[config.mk]
export PLATFORM = sky130hd
export DESIGN_NAME = layer_stream_arb
export DESIGN_NICKNAME = d
export VERILOG_FILES = /design/src/rtl/layer_stream_arb.sv
export SDC_FILE = /design/constraint.sdc
export NUM_CORES = 1
export LEC_CHECK = 0
export ABC_AREA = 1
export BUFFER_PORTS_ARGS = -buffer_cell sky130_fd_sc_hd__buf_2
export CORE_UTILIZATION = 46
export CTS_CLUSTER_DIAMETER = 100
export CTS_CLUSTER_SIZE = 12
export DETAILED_ROUTE_END_ITERATION = 6
export PLACE_DENSITY = 0.77
export SYNTH_ARGS = -nofsm -noshare
export SYNTH_HDL_FRONTEND = slang
export SYNTH_SLANG_ARGS = --single-unit
[constraint.sdc]
create_clock -name clk -period 2.44 [get_ports clk]
set_input_delay 0 -clock clk [delete_from_list [all_inputs] [get_ports clk]]
set_output_delay 0 -clock clk [all_outputs]
set_load 0.02 [all_outputs]
[src/rtl/layer_stream_arb.sv]
// rtl/layer_stream_arb.sv - two-requester vector arbiter around a shared N-in/M-out layer (option: LAYER_ARB_STRICT_PRI_EN)
module layer_stream_arb #(
  parameter int T        = 9,
  parameter int N        = 2,
  parameter int M        = 5,
  parameter int TAGDEPTH = 4
) (
  input  logic         clk,
  input  logic         reset,
  input  logic         s0_valid,
  input  logic [T-1:0] s0_data,
  output logic         s0_ready,
  input  logic         s1_valid,
  input  logic [T-1:0] s1_data,
  output logic         s1_ready,
  output logic         l_valid,
  output logic [T-1:0] l_data,
  input  logic         l_ready,
  input  logic         lo_valid,
  input  logic [T-1:0] lo_data,
  output logic         lo_ready,
  output logic         m0_valid,
  output logic [T-1:0] m0_data,
  input  logic         m0_ready,
  output logic         m1_valid,
  output logic [T-1:0] m1_data,
  input  logic         m1_ready
);

  localparam int EW = (N > 1) ? $clog2(N) : 1;
  localparam int OW = (M > 1) ? $clog2(M) : 1;
  localparam int PW = (TAGDEPTH > 1) ? $clog2(TAGDEPTH) : 1;
  localparam int CW = $clog2(TAGDEPTH) + 1;

  typedef enum logic [1:0] {
    IDLE = 2'd0,
    FWD0 = 2'd1,
    FWD1 = 2'd2
  } state_t;

  state_t              state;
  state_t              state_nx;
  logic [EW-1:0]       elem_cnt;
  logic [OW-1:0]       out_cnt;
  logic [TAGDEPTH-1:0] tag_mem;
  logic [PW-1:0]       wr_ptr;
  logic [PW-1:0]       rd_ptr;
  logic [CW-1:0]       count;

  logic any_valid;
  logic grant_id;
  logic fifo_full;
  logic fifo_empty;
  logic push;
  logic pop;
  logic head;
  logic l_hs;
  logic lo_hs;
  logic elem_last;
  logic out_last;

  assign any_valid  = s0_valid | s1_valid;
  assign fifo_full  = (count == CW'(TAGDEPTH));
  assign fifo_empty = (count == '0);
  assign push       = (state == IDLE) && any_valid && !fifo_full;
  assign head       = tag_mem[rd_ptr];
  assign elem_last  = (elem_cnt == EW'(N - 1));
  assign out_last   = (out_cnt == OW'(M - 1));
  assign lo_hs      = lo_valid & lo_ready;
  assign pop        = lo_hs & out_last;

`ifdef LAYER_ARB_STRICT_PRI_EN
  // s0 always wins; no history is kept
  assign grant_id = ~s0_valid;
`else
  logic last_grant;

  assign grant_id = (s0_valid && s1_valid) ? ~last_grant : s1_valid;

  // remember the requester of the latest grant; reset value lets s0 win first
  always_ff @(posedge clk or posedge reset) begin
    if (reset)     last_grant <= 1'b1;
    else if (push) last_grant <= grant_id;
  end
`endif

  // input FSM state register
  always_ff @(posedge clk or posedge reset) begin
    if (reset) state <= IDLE;
    else       state <= state_nx;
  end

  // input FSM: IDLE bubble grants one requester, FWDx passes exactly N beats
  always_comb begin
    state_nx = state;
    s0_ready = 1'b0;
    s1_ready = 1'b0;
    l_valid  = 1'b0;
    l_data   = '0;
    l_hs     = 1'b0;
    case (state)
      IDLE: begin
        if (push) state_nx = grant_id ? FWD1 : FWD0;
      end
      FWD0: begin
        l_valid  = s0_valid;
        l_data   = s0_valid ? s0_data : '0;
        s0_ready = l_ready;
        l_hs     = s0_valid & l_ready;
        if (l_hs && elem_last) state_nx = IDLE;
      end
      FWD1: begin
        l_valid  = s1_valid;
        l_data   = s1_valid ? s1_data : '0;
        s1_ready = l_ready;
        l_hs     = s1_valid & l_ready;
        if (l_hs && elem_last) state_nx = IDLE;
      end
      default: state_nx = IDLE;
    endcase
  end

  // count beats of the vector being forwarded into the layer
  always_ff @(posedge clk or posedge reset) begin
    if (reset)     elem_cnt <= '0;
    else if (l_hs) elem_cnt <= elem_last ? '0 : elem_cnt + 1'b1;
  end

  // count results leaving the layer for the head-of-queue requester
  always_ff @(posedge clk or posedge reset) begin
    if (reset)      out_cnt <= '0;
    else if (lo_hs) out_cnt <= out_last ? '0 : out_cnt + 1'b1;
  end

  // tag storage needs no reset: occupancy decides what is valid
  always_ff @(posedge clk) begin
    if (push) tag_mem[wr_ptr] <= grant_id;
  end

  // tag FIFO pointers and occupancy; push and pop together keep the count
  always_ff @(posedge clk or posedge reset) begin
    if (reset) begin
      wr_ptr <= '0;
      rd_ptr <= '0;
      count  <= '0;
    end else begin
      if (push) wr_ptr <= (wr_ptr == PW'(TAGDEPTH - 1)) ? '0 : wr_ptr + 1'b1;
      if (pop)  rd_ptr <= (rd_ptr == PW'(TAGDEPTH - 1)) ? '0 : rd_ptr + 1'b1;
      case ({push, pop})
        2'b10:   count <= count + 1'b1;
        2'b01:   count <= count - 1'b1;
        default: count <= count;
      endcase
    end
  end

  // route layer results to the requester named by the head tag, in grant order
  always_comb begin
    lo_ready = 1'b0;
    m0_valid = 1'b0;
    m1_valid = 1'b0;
    m0_data  = '0;
    m1_data  = '0;
    if (!fifo_empty) begin
      if (head) begin
        m1_valid = lo_valid;
        m1_data  = lo_valid ? lo_data : '0;
        lo_ready = m1_ready;
      end else begin
        m0_valid = lo_valid;
        m0_data  = lo_valid ? lo_data : '0;
        lo_ready = m0_ready;
      end
    end
  end

endmodule

==> results by group <==
Place
  – PortBufs: 67
  – # placed instances: 287
  – GP Congestion: 0.7263
  – Final HPWL DP: 2294 um
  – Dpl cell area: 0.001759 mm2

Timing
  – Final Hold Viols: 0
  – Clock skew: 0.006153 ns
  – Tmin final: 2.161 ns
  – Max Clk Rate: 462.7 MHz
  – Slew headroom: 63.49%
  – Worst-margin pin slew: 0.5471 ns
  – Setup_tns: 0 ns
  – RSZ-0062 raised after global routing: no
  – Final setup viols: 0
  – Period utilization: 88.58%
  – Slew Limit Fails: 0

CTS
  – Worst-path clk slew: 0.11 ns
  – Insertion delay to the later sink of the worst-skew pair: 0.30 ns
  – H-tree Lvls: 1
  – # clock sinks: 18
  – CTS tree: done
  – CTS buffer count: 3
  – Setup bufs post-CTS: 0
  – # hold bufs at CTS: 2
  – CTS resizes: 0
  – Clock root buffer master: clkbuf_4
  – Max clock buf depth: 2

Critical path
  – Bufs and invs on worst path: 3
  – Family with the most delay on the worst path: simple AND/OR/NAND/NOR gates
  – CP Max Fanout: 6
  – Slowest-stage cell, CP: dfrtp_1
  – Crit start category: flip-flop
  – Critical path required time: 2.64 ns
  – Worst path cell trace: inv_1 -> nand2_1 -> nand3_2 -> nand3_1 -> nand2_4 -> nand3_2 -> inv_1 -> ha_1 -> inv_1 -> fa_1 -> a21oi_1 -> o21ai_0 -> xnor2_1
  – CP Class: reg -> reg
  – Worst Path Arrival: 2.36 ns
  – Crit-path max cell delay: 0.45 ns
  – Top cell by count, worst path: inv_1
  – Setup crit end kind: flip-flop

Floorplan
  – Ports: 68
  – Rows: 19
  – Die Area: 0.003274 mm2
  – DIE WIDTH: 57.22 um
  – Core footprint: 0.002829 mm2
  – Initial core utilization: 49.58%
  – Die H: 57.22 um

Drt
  – Final ANT Viol Nets: 0
  – Vias: 1,419
  – Iter 0 DRT Violations: 57
  – WL final: 2919 um
  – Drt via density: 4.843
  – Residual DRC count: 6
  – DR WL/cell: 9.962 um
  – Drt pass-1 iters: 7

Layout
  – N_diodes: 0
  – Util after Layout: 63.82%
  – Layout cells sized above 1: 33.21%
  – NumNets Final: 310
  – Post-Layout Inst Area: 0.001805 mm2
  – Filler instances: 270
  – Synth-to-Final Area Change: 28.72%
  – Post-Layout Cell Count: 293

Yosys
  – Xor and xnor fraction of the mapped netlist area: 1.873%
  – Cell accounting for the most synthesized area: dfrtp_1
  – Cells taking the most area after synthesis: dfrtp_1, ha_1, inv_1
  – Simple-gate portion of the synthesized area: 34.08%
  – Compound-Gate Fraction of Synth Area: 8.029%
  – Register area share after synthesis: 33.63%
  – Avg Inst Size Synth: 7.267 um2
  – Flops & latches, synth: 18
  – Netlist cell types: 23
  – Post-Syn Area: 0.001403 mm2
  – Synth top area share: 23.19%
  – Area share of fa/ha/maj cells after synthesis: 11.24%
  – Synth warn: 0
  – Mapped Nets: 240
  – Largest family of logic cells by synthesized area: simple AND/OR/NAND/NOR gates
  – Mux contribution to synthesized area: 0%
  – Post-synthesis cell count: 193

Global routing
  – Largest net degree at the start of global routing: 15
  – Aggregate global-route resource usage: 18.27%
  – Initial antenna violation count: 0
  – First-pass GRT wire length: 4795 um
  – Vias in the first global route: 1,196
  – GRT overflow: 0

Worst hold path
  – Worst Hold Class: in -> reg

Pwr
  – Pleak: 0.001055 uW
  – Max IR drop VDD: 0.0005191 V
  – Pwr dens: 1054 mW/mm2

Run status
  – Status: complete, but fails checks
  – Failing checks: DRC

Run
  – Max-Cap Viols: 0
==> registers in the layout (all words and copies together), names as in the netlist <==
signal,flops
elem_cnt,1
state,2
last_grant,1
rd_ptr,2
tag_mem,4
out_cnt,3
count,3
wr_ptr,2
==> tightest hold or removal path: stages <==
cell	delay [ns]
buf_2	0.17
nand2_1	0.12
o21ai_0	0.09
==> cell families (layout without fill, tap and decap cells) <==
family          Yosys count  count (layout)
compound gates           21              21
flops                    18              18
simple gates             98              98
buf+inv                  41             110
fa+ha+maj                12              12
xor+xnor                  3               3
==> report_power, final <==
group	switching, uW	internal (uW)
logic	790	411
registers	102	445
clock network	95.2	59.6
total	988	916
==> layout make-up <==
cell class / instances / area (um2) / area share (%)
timing repair buffer: 69 / 355.3 / 19.68
multi-input combinational: 134 / 774.5 / 42.90
sequential: 18 / 471.7 / 26.13
clock buffer: 3 / 22.52 / 1.247
tap: 31 / 38.79 / 2.148
inverter: 37 / 138.9 / 7.692
clock inverter: 1 / 3.754 / 0.2079
==> routing by layer <==
metal / GRT usage (%) / up-vias / share of wire (%)
met1: 22.93 / 622 / 45
met3: 3.855 / 4 / 5.9
met2: 33.28 / 49 / 49
met5: 0 / - / 0
met4: 2.091 / 0 / 0.58
li1: - / 744 / -
==> synth_stat cells <==
library cell	instances
fa_1	1
o21ai_2	2
buf_2	2
ha_1	11
nand3_2	4
nor2_1	25
clkbuf_1	2
nand4_1	2
nor3_2	1
a21oi_1	12
dfstp_2	1
edfxtp_1	4
o21ai_0	7
inv_1	36
dfrtp_1	13
nor2_4	1
nand2_4	3
xnor2_1	3
nand2_1	32
clkinv_1	1
or2_2	1
nand3_1	25
nand2_2	4
==> cell usage in the layout (no fill, tap or decap) <==
master / Yosys / layout
a21oi_1: 12 / 12
buf_2: 2 / 67
clkbuf_4: 0 / 3
clkinv_1: 1 / 2
dfrtp_1: 13 / 13
dfstp_2: 1 / 1
dlygate4sd3_1: 0 / 2
edfxtp_1: 4 / 4
fa_1: 1 / 1
ha_1: 11 / 11
inv_1: 36 / 36
nand2_1: 32 / 32
nand2_2: 4 / 4
nand2_4: 3 / 3
nand3_1: 25 / 25
nand3_2: 4 / 4
nand4_1: 2 / 2
nor2_1: 25 / 25
nor2_4: 1 / 1
nor3_2: 1 / 1
o21ai_0: 7 / 7
o21ai_2: 2 / 2
or2_2: 1 / 1
xnor2_1: 3 / 3
==> worst paths after layout <==
check | end | from | slack [ns] | depth (start not counted)
setup / recovery | count[2] | rd_ptr[0] | 0.28 | 13
hold / removal | last_grant | s1_valid | 0.09 | 3
setup reg to reg | count[2] | rd_ptr[0] | 0.28 | 13
hold reg to reg | last_grant | last_grant | 0.51 | 2
max in group asynchronous | last_grant | reset | 1.80 | 3
min in group asynchronous | out_cnt[2] | reset | 0.28 | 3
==> metrics by stage <==
step           hold slack, ns  setup slack, ns  total power, uW
2_1_floorplan         -0.1115           0.4319             1445
3_3_place_gp          0.08140           0.3557             1735
3_5_place_dp          0.07820           0.2875             1756
4_1_cts               0.08434           0.2728             1918
5_1_grt                0.1151           0.1242             2095
6_report              0.08922           0.2786             1904
(Power assumes the default switching activity.)
